## config.mk

```make
export PLATFORM = sky130hd
export DESIGN_NAME = sort_sched
export DESIGN_NICKNAME = d
export VERILOG_FILES = /design/src/rtl/sort_sched.sv
export SDC_FILE = /design/constraint.sdc
export NUM_CORES = 1
export LEC_CHECK = 0
export ABC_CLOCK_PERIOD_IN_PS = 5080
export CELL_PAD_IN_SITES_DETAIL_PLACEMENT = 0
export CELL_PAD_IN_SITES_GLOBAL_PLACEMENT = 1
export CORE_ASPECT_RATIO = 0.75
export CORE_MARGIN = 2
export CORE_UTILIZATION = 33
export CTS_CLUSTER_SIZE = 12
export DETAILED_ROUTE_END_ITERATION = 10
export GPL_TIMING_DRIVEN = 0
export MAX_ROUTING_LAYER = met4
export PLACE_DENSITY = 0.85
export REMOVE_ABC_BUFFERS = 1
export SYNTH_ARGS = -nofsm -noshare
export SYNTH_HDL_FRONTEND = slang
export SYNTH_SLANG_ARGS = --single-unit
```

## constraint.sdc

```tcl
create_clock -name clk -period 5.08 [get_ports clk]
set_clock_uncertainty 0.2 [all_clocks]
set_input_delay 0.508 -clock clk [delete_from_list [all_inputs] [get_ports clk]]
set_output_delay 0.508 -clock clk [all_outputs]
set_load 0.02 [all_outputs]
```

## src/rtl/sort_sched.sv

```systemverilog
// Batch scheduler for the odd/even sort stage.
// It arbitrates round-robin between two requesters and drives one registered word per cycle.
module sort_sched #(
    parameter int unsigned WIDTH = 32,
    parameter int unsigned CNTW  = 8
) (
    input  logic             clk,
    input  logic             reset,
    input  logic             start,
    input  logic [CNTW-1:0]  batch_len,
    input  logic             req0_valid,
    input  logic [WIDTH-1:0] req0_num,
    output logic             req0_ready,
    input  logic             req1_valid,
    input  logic [WIDTH-1:0] req1_num,
    output logic             req1_ready,
    output logic             sort_enable,
    output logic [WIDTH-1:0] sort_num,
    output logic [CNTW-1:0]  odd_cnt,
    output logic [CNTW-1:0]  even_cnt,
    output logic             busy,
    output logic             done,
    output logic             last_grant
);

    localparam logic [1:0] S_IDLE = 2'd0;
    localparam logic [1:0] S_RUN  = 2'd1;
    localparam logic [1:0] S_DONE = 2'd2;

    logic [1:0]       state;
    logic [CNTW-1:0]  remaining;
    logic             ptr;
    logic             gnt_any;
    logic             gnt_idx;
    logic [WIDTH-1:0] gnt_word;

    // Preferred requester wins if valid, otherwise the other one gets the slot.
    always_comb begin
        gnt_any  = (state == S_RUN) && (req0_valid || req1_valid);
        gnt_idx  = ptr ? req1_valid : !req0_valid;
        gnt_word = gnt_idx ? req1_num : req0_num;
    end

    assign req0_ready = gnt_any && !gnt_idx;
    assign req1_ready = gnt_any && gnt_idx;
    assign busy       = (state == S_RUN);
    assign done       = (state == S_DONE);

    always_ff @(posedge clk or negedge reset) begin
        if (!reset) begin
            state       <= S_IDLE;
            remaining   <= '0;
            ptr         <= 1'b0;
            last_grant  <= 1'b0;
            sort_enable <= 1'b0;
            sort_num    <= '0;
            odd_cnt     <= '0;
            even_cnt    <= '0;
        end else begin
            sort_enable <= 1'b0;
            case (state)
                S_IDLE: begin
                    if (start) begin
                        remaining <= batch_len;
                        odd_cnt   <= '0;
                        even_cnt  <= '0;
                        state     <= (batch_len != '0) ? S_RUN : S_DONE;
                    end
                end
                S_RUN: begin
                    if (gnt_any) begin
                        ptr         <= !gnt_idx;
                        last_grant  <= gnt_idx;
                        remaining   <= remaining - 1'b1;
                        sort_enable <= 1'b1;
                        sort_num    <= gnt_word;
                        if (gnt_word[0]) begin
                            odd_cnt <= odd_cnt + 1'b1;
                        end else begin
                            even_cnt <= even_cnt + 1'b1;
                        end
                        if (remaining == CNTW'(1)) begin
                            state <= S_DONE;
                        end
                    end
                end
                S_DONE: state <= S_IDLE;
                default: state <= S_IDLE;
            endcase
        end
    end

endmodule

```

### After elaboration in Yosys (flattened, before gate mapping)

Index checks and enable logic that the tools add are counted.

* bits in registers: 61
* output and inout bits: 54
* word-level logic and storage cells: 52

* add/sub/neg operators: 3
* equal/unequal tests: 8
* mux-type cells: 19
* reduce and logical (&&, ||, !) cells: 14

Operator list (number)
* $mux W8: 7
* $pmux W8 S2: 3
* $mux W32: 1
* $add A8 B1 Y8 const B: 2
* $eq A8 B1 Y1 const B: 1
* $mux W2: 4
* $reduce_and A4 Y1: 2
* $reduce_bool A8 Y1: 1
* $sub A8 B1 Y8 const B: 1
* $ne A2 B1 Y1 const B: 3
* $reduce_and A3 Y1: 2
* $ne A2 B2 Y1 const B: 2
* $pmux W2 S2: 1
* $logic_and A1 B1 Y1: 3
* $mux W1: 3
* $eq A2 B1 Y1 const B: 1
* $eq A2 B2 Y1 const B: 1
* $logic_not A1 Y1: 2
* $logic_not A2 Y1: 1
* $reduce_and A2 Y1: 1
* $reduce_bool A2 Y1: 1
* $logic_or A1 B1 Y1: 1

### Logic depth before layout (Yosys ltp)

Gate-level depths: netlist of the first run.

* word-level depth: 6
* gate-level depth with buffers: 7

### Least setup slack after synthesis of the first run

OpenSTA, ideal clock, no wires.

* path kind: register to output
* start: register state[1]
* end: output port req0_ready
* arrival time: 1754 ps
* path slack: 2618 ps
* stages on the path, launching flop included: 7
* path buffers: 2
* cell sequence: dfrtp_1 or2b_1 inv_2 o21ai_0 clkbuf_1 clkbuf_1 a21oi_1

* cells in the longest elaborated chain, start to end: 3

RTL lines
* start: declaration: RTL line 30 `logic [1:0] state;`
* start signal: assignment: RTL line 67 `state <= (batch_len != '0) ? S_RUN : S_DONE;`
* $eq A2 B1 Y1
* named net busy: RTL line 21 `output logic busy,`
* $logic_and A1 B1 Y1: RTL line 39 `gnt_any = (state == S_RUN) && (req0_valid || req1_valid);`
* $logic_and A1 B1 Y1: RTL line 44 `assign req0_ready = gnt_any && !gnt_idx;`
* end: declaration: RTL line 13 `output logic req0_ready,`

The timed path passes the listed nets, and every way through them passes these cells.

### Final worst setup path of the first run

* start: register state[0]
* end: output port req1_ready

* cells in the longest elaborated chain, start to end: 3

RTL lines
* $eq A2 B1 Y1: RTL line 39
* $logic_and A1 B1 Y1: RTL line 39
* $logic_and A1 B1 Y1: RTL line 45 `assign req1_ready = gnt_any && gnt_idx;`
* end: declaration: RTL line 16 `output logic req1_ready,`

Every way passes these cells.

==> flow_summary.json, run 1 <==
{
  "antenna_violations_before_repair": 0,
  "status": "completed",
  "r2r_start": "state[0]$_DFFE_PN0P_",
  "critPathKind": "reg -> out",
  "placedInstanceArea_sq_mm": 0.00447,
  "placement.io_buffers": 130,
  "cellLeakagePower_nw": 1.99,
  "first_pass_grt_wire_length_microns": 13400,
  "ys_async_sr_fraction_pct": 100,
  "placementRows": 30,
  "worst-endpoint-arrival_ps": 2920,
  "finalSetupViolCount": 0,
  "post_route_cells_drive_above_1_share_pct": 5.74,
  "ys_seq_area_share_pct": 50.2,
  "synthesis.area_per_instance_sq_um": 9.46,
  "final_cells": 565,
  "cts-hold-fix-buffers": 0,
  "startpoint_type": "flop",
  "per_cell_routed_wire_length_microns": 14.4,
  "finalCriticalPeriod_ps": 3630,
  "fp.coreArea_sq_mm": 0.00901,
  "timing.slew.headroom_pct": 36.2,
  "grt_max_degree": 62,
  "routabilityCongestion": 0.876,
  "timing.rr.end": "even_cnt[7]$_DFFE_PN0P_",
  "hp-class": "in -> async",
  "layout.nets": 529,
  "setup.worst_path.end_class": "primary output",
  "dieArea_sq_mm": 0.0100,
  "final_max_slew_viol_count": 0,
  "synth-edff-count": 0,
  "final_util_pct": 52.9,
  "post_synthesis_sequential_element_count": 61,
  "final-seq-area_sq_mm": 0.00153,
  "stdcell_area_sq_mm": 0.00476,
  "netlist_top_cells_area": "dfrtp_1 50%, mux2i_1 11%, o21ai_0 7.2%, nand2_1 5.7%, a21oi_1 4.0%",
  "total_power_mw": 2.74,
  "io_count": 131,
  "synthToLayoutAreaGrowth_pct": 56.8,
  "synth_ff_type": "dfrtp_1",
  "drt_pass1_iterations": 4,
  "vias_per_cell": 4.90,
  "hold_violations": 0,
  "post-cts-setup-buffers": 0,
  "clock_tree.root_cell": "clkbuf_16",
  "dp_cells": 549,
  "yosysMostFrequentCell": "dfrtp_1",
  "number_of_clock_sinks": 61,
  "dp.final_hpwl_microns": 6000,
  "synth_top_cells_by_count": "61 x dfrtp_1, 46 x nand2_1, 44 x o21ai_0",
  "tritoncts": "built",
  "worst_skew_pair.late_latency_ps": 320,
  "max_clock_freq_mhz": 276,
  "vias_in_the_first_global_route": 2738,
  "clk_pin_slew_worst_paths_ps": 60,
  "synth_top_area_cell": "dfrtp_1",
  "drcViolationCount": 0,
  "powerDensity_mw_per_mm2": 576,
  "grt_util_all_layers_pct": 17.6,
  "floorplan.die.width_microns": 115,
  "start_util_pct": 33.7,
  "worst-path-max-fanout": 41,
  "rrSetupSlack_ps": 2290,
  "grt-ovfl-total": 0,
  "synth_area_sq_mm": 0.00304,
  "antenna-diode-count": 0,
  "die_height_microns": 87.1,
  "cts-buffers-inserted": 9,
  "syn_inst": 321,
  "antenna_viol_nets_final": 0,
  "critPathRequiredTime_ps": 4370,
  "post_cts_resized": 0,
  "ys_warn_count": 0,
  "vias": 2767,
  "htree_num_levels": 3,
  "postRouteWirelength_microns": 8110,
  "synth_top_cell_area_share_pct": 50.2,
  "rsz_0062_raised_after_global_routing": "false",
  "vdd.ir_drop.worst_v": 0.000210,
  "setup-tns-final_ps": 0,
  "timing_worst_slew_pin_value_ps": 948,
  "finalCritPeriodShare_pct": 71.4,
  "r2r_cells": 5,
  "filler_cells_inserted": 826,
  "first_iter_violations": 80,
  "synthDistinctLibCells": 44,
  "multi_input_comb_area_sq_mm": 0.00143,
  "cts-root-to-sink-buffers": 2,
  "max-cap-violations": 0
}
==> flip-flops by register name, indices dropped and copies added (netlist names) <==
| name | count |
|---|---|
| sort_num | 32 |
| even_cnt | 8 |
| sort_enable | 1 |
| remaining | 8 |
| last_grant | 1 |
| ptr | 1 |
| state | 2 |
| odd_cnt | 8 |
==> routing by layer <==
layer  vias up  track usage, %  part of all wire [%]
met4         0            4.16                  0.55
met2       101            26.4                    46
met3         4            5.85                   7.3
met5         -               -                     0
met1      1265            23.4                    47
li1       1397               -                     -
==> metrics by stage <==
step / setup WS, ps / hold WS [ps]
5_1_grt: 1230 / 132
3_3_place_gp: -2420 / 261
3_5_place_dp: 1740 / 269
6_report: 1450 / 69.1
4_1_cts: 1450 / 103
2_1_floorplan: 155 / 12.4
==> worst max-delay path, cell delays in order (launching register included) <==
cell and delay [ps]:
dfrtp_1 590, or2b_1 430, inv_2 230, o21ai_4 210, buf_12 230, nor2_1 230, clkdlybuf4s50_1 670
==> report_power, final <==
part | switching [mW] | total [mW] | internal (mW)
Sequential | 0.153 | 0.838 | 0.685
Combinational | 0.715 | 1.31 | 0.597
Clock | 0.213 | 0.591 | 0.378
==> cell families (layout without fill, tap and decap cells) <==
group / count (synthesis) / after routing / share of synthesized area [%]
AOI/OAI and AO/OA: 84 / 84 / 15.4
DFF: 61 / 61 / 50.2
xor gates and xnor gates: 1 / 1 / 0.288
muxes: 34 / 34 / 11.2
adders and majority gates: 4 / 4 / 1.65
buffers and inverters: 24 / 156 / 3.01
and+or+nand+nor: 113 / 113 / 18.2
==> placed cells by master (no fill, tap or decap), drive strengths merged, types with 8 or more instances in the layout <==
cell type and count:
clkbuf 10, o21ai 44, clkdlybuf4s50 129, dfrtp 61
mux2i 33, nor2 23, inv 8, a21oi 24
nand2 46
==> worst max path at each step <==
stage	startpoint	cells past startpoint	slack, ps	end
floorplan	req1_valid	2	160	req1_ready
global route	state[0]$_DFFE_PN0P_	6	1230	req1_ready
global placement	req1_valid	4	-2420	req1_ready
detailed placement	req1_valid	6	1740	req1_ready
finish	state[0]$_DFFE_PN0P_	6	1450	req1_ready
CTS	state[0]$_DFFE_PN0P_	6	1450	req1_ready
==> final cells by class <==
class / count / share of cell area [%]
flip-flops and latches: 61 / 32.1
clock inverters: 6 / 1.34
well taps: 112 / 2.94
multi-input cells: 236 / 30.1
repair buffers: 132 / 28.1
clock buffers: 10 / 4.81
inverters: 8 / 0.631
Power figures use the tool's default switching activity.
==> inputs of run 2 (changes only) <==
--- a/config.mk
+++ b/config.mk
@@ -5,17 +5,17 @@
 export SDC_FILE = /design/constraint.sdc
 export NUM_CORES = 1
 export LEC_CHECK = 0
-export ABC_CLOCK_PERIOD_IN_PS = 5080
+export ABC_CLOCK_PERIOD_IN_PS = 3500
 export CELL_PAD_IN_SITES_DETAIL_PLACEMENT = 0
 export CELL_PAD_IN_SITES_GLOBAL_PLACEMENT = 1
 export CORE_ASPECT_RATIO = 0.75
 export CORE_MARGIN = 2
-export CORE_UTILIZATION = 33
+export CORE_UTILIZATION = 31
 export CTS_CLUSTER_SIZE = 12
 export DETAILED_ROUTE_END_ITERATION = 10
 export GPL_TIMING_DRIVEN = 0
 export MAX_ROUTING_LAYER = met4
-export PLACE_DENSITY = 0.85
+export PLACE_DENSITY = 0.81
 export REMOVE_ABC_BUFFERS = 1
 export SYNTH_ARGS = -nofsm -noshare
 export SYNTH_HDL_FRONTEND = slang
==> constraint.sdc (replaced) <==
create_clock -name clk -period 3.5 [get_ports clk]
set_clock_uncertainty 0.2 [all_clocks]
set_input_delay 0.35 -clock clk [delete_from_list [all_inputs] [get_ports clk]]
set_output_delay 0.35 -clock clk [all_outputs]
set_load 0.02 [all_outputs]
==> flow_summary.json, run 2 (same netlist as run 1, synthesis figures left out) <==
{
  "final_util_pct": 50.8,
  "start_util_pct": 31.7,
  "post_route_cells_drive_above_1_share_pct": 5.95,
  "die_height_microns": 89.7,
  "setup.worst_path.end_class": "primary output",
  "worst_skew_pair.late_latency_ps": 310,
  "timing.rr.end": "even_cnt[7]$_DFFE_PN0P_",
  "finalCriticalPeriod_ps": 3210,
  "final_cell_mix": "128 x clkdlybuf4s50_1, 60 x dfrtp_1, 45 x nand2_1",
  "largest_register_ffs": 32,
  "drt_pass1_iterations": 4,
  "worst-endpoint-arrival_ps": 2660,
  "drcViolationCount": 0,
  "max-cap-violations": 0,
  "grt_util_all_layers_pct": 16.3,
  "max_clock_freq_mhz": 312,
  "vias": 2764,
  "crit_slowest_cell": "clkdlybuf4s50_1",
  "worst_hold_startpoint": "last_grant$_DFFE_PN0P_",
  "antenna_violations_before_repair": 0,
  "vias_in_the_first_global_route": 2808,
  "antenna-diode-count": 0,
  "floorplan.die.width_microns": 118,
  "dieArea_sq_mm": 0.0106,
  "number_of_clock_sinks": 61,
  "dp.final_hpwl_microns": 6100,
  "grt_max_degree": 62,
  "register_bank_with_the_most_flops": "sort_num",
  "vdd.ir_drop.worst_v": 0.000316,
  "first_iter_violations": 105,
  "timing.slew.headroom_pct": 42.2,
  "timing.critical_path.slowest_cell_delay_ps": 640,
  "critPathKind": "reg -> out",
  "rrSetupSlack_ps": 780,
  "multi_input_comb_area_sq_mm": 0.00143,
  "finalSetupViolCount": 0,
  "min_path_cells": 1,
  "r2r_start": "state[0]$_DFFE_PN0P_",
  "vias_per_cell": 4.72,
  "first_pass_grt_wire_length_microns": 13700,
  "critPathRequiredTime_ps": 2950,
  "antenna_viol_nets_final": 0,
  "timing_worst_slew_pin_value_ps": 858,
  "startpoint_type": "flop",
  "layout.nets": 530,
  "r2r_cells": 5,
  "final-seq-area_sq_mm": 0.00153,
  "tritoncts": "built",
  "postRouteWirelength_microns": 8130,
  "routabilityCongestion": 0.787,
  "cts-root-to-sink-buffers": 2,
  "powerDensity_mw_per_mm2": 856,
  "hold_violations": 0,
  "placementRows": 31,
  "finalCritPeriodShare_pct": 91.6,
  "clk_pin_slew_worst_paths_ps": 50,
  "stdcell_area_sq_mm": 0.00487,
  "placement.io_buffers": 130,
  "post-cts-setup-buffers": 0,
  "cellLeakagePower_nw": 2.04,
  "placedInstanceArea_sq_mm": 0.00449,
  "status": "completed",
  "critical_path.top_delay_family": "buffers and inverters",
  "worst-path-max-fanout": 45,
  "io_count": 131,
  "rsz_0062_raised_after_global_routing": "false",
  "fp.coreArea_sq_mm": 0.00958,
  "per_cell_routed_wire_length_microns": 13.9,
  "final_max_slew_viol_count": 0,
  "filler_cells_inserted": 907,
  "htree_num_levels": 3,
  "cp_num_buf_inv": 3,
  "clock_tree.root_cell": "clkbuf_16",
  "hp-class": "reg -> reg",
  "synthToLayoutAreaGrowth_pct": 60.3,
  "timing.critical_path.cells": "or2b_1 -> inv_2 -> o21ai_4 -> buf_12 -> a21oi_1 -> clkdlybuf4s50_1",
  "grt-ovfl-total": 0,
  "layout.cells.most_common": "clkdlybuf4s50_1",
  "cts-buffers-inserted": 9,
  "worst_hold_path.endpoint": "last_grant$_DFFE_PN0P_"
}
-- run 2: power breakdown --
part	internal [mW]	switching [mW]
clock	0.754	0.291
sequential	0.996	0.226
combinational	0.867	1.03
-- run 2: final cells by class --
| cell class | instances | share of cell area (%) |
|---|---|---|
| Sequential cell | 61 | 31.4 |
| Multi-Input combinational cell | 236 | 29.5 |
| Timing Repair Buffer | 133 | 27.8 |
| Clock buffer | 13 | 5.55 |
| Tap cell | 132 | 3.39 |
| Clock inverter | 3 | 1.85 |
| Inverter | 8 | 0.617 |
-- run 2: per-stage QoR --
step                cells  hold slack (ps)  power [mW]  setup WS, ps  TNS, ps
detailed placement    569              266        3.15           400        0
CTS                   586              278        4.22          53.3        0
floorplan             305             -146        2.28         -1260   -31030
finish                586              273        4.17           293        0
global route          586              317        4.47           117        0
global placement      567              262        3.12         -3680  -134150
-- run 2: what timing repair did --
action | 4_1_cts | 5_1_grt
setup endpoints to repair | 0 | 2
resized for setup | 0 | 2
endpoints found under the hold margin | 61 | 0
hold buffers | 1 | 0
-- run 2: how the worst max path moves through the flow --
stage                              start                     end  slack, ps  cells after the start
floorplan                     req1_valid  last_grant$_DFFE_PN0P_      -1260                      3
global placement              req1_valid              req1_ready      -3680                      4
detailed placement  state[0]$_DFFE_PN0P_              req1_ready        400                      6
CTS                 state[0]$_DFFE_PN0P_              req1_ready         50                      6
global route        state[0]$_DFFE_PN0P_              req0_ready        120                      6
finish              state[0]$_DFFE_PN0P_              req0_ready        290                      6
-- run 2: routing by layer --
layer  share of wire (%)  global-route usage, %  vias to the layer above
met1                  45                   20.7                     1272
li1                    -                      -                     1395
met5                   0                      -                        -
met2                  46                   24.6                       95
met4                0.38                   3.82                        0
met3                 8.5                   6.35                        2
-- run 2: worst reg2reg max path: stages (launching register included) --
cell      delay, ps
dfrtp_2         490
nor3b_1         190
nor3_2          530
nand3b_1        470
or4b_1          600
a21oi_1         160
==> inputs of run 3 (changes only) <==
--- a/config.mk
+++ b/config.mk
@@ -5,6 +5,7 @@
 export SDC_FILE = /design/constraint.sdc
 export NUM_CORES = 1
 export LEC_CHECK = 0
+export ABC_AREA = 0
 export ABC_CLOCK_PERIOD_IN_PS = 3500
 export CELL_PAD_IN_SITES_DETAIL_PLACEMENT = 0
 export CELL_PAD_IN_SITES_GLOBAL_PLACEMENT = 1
==> results of run 3 <==
Same layout as run 2: the final DEF is identical, and so are final timing and power.
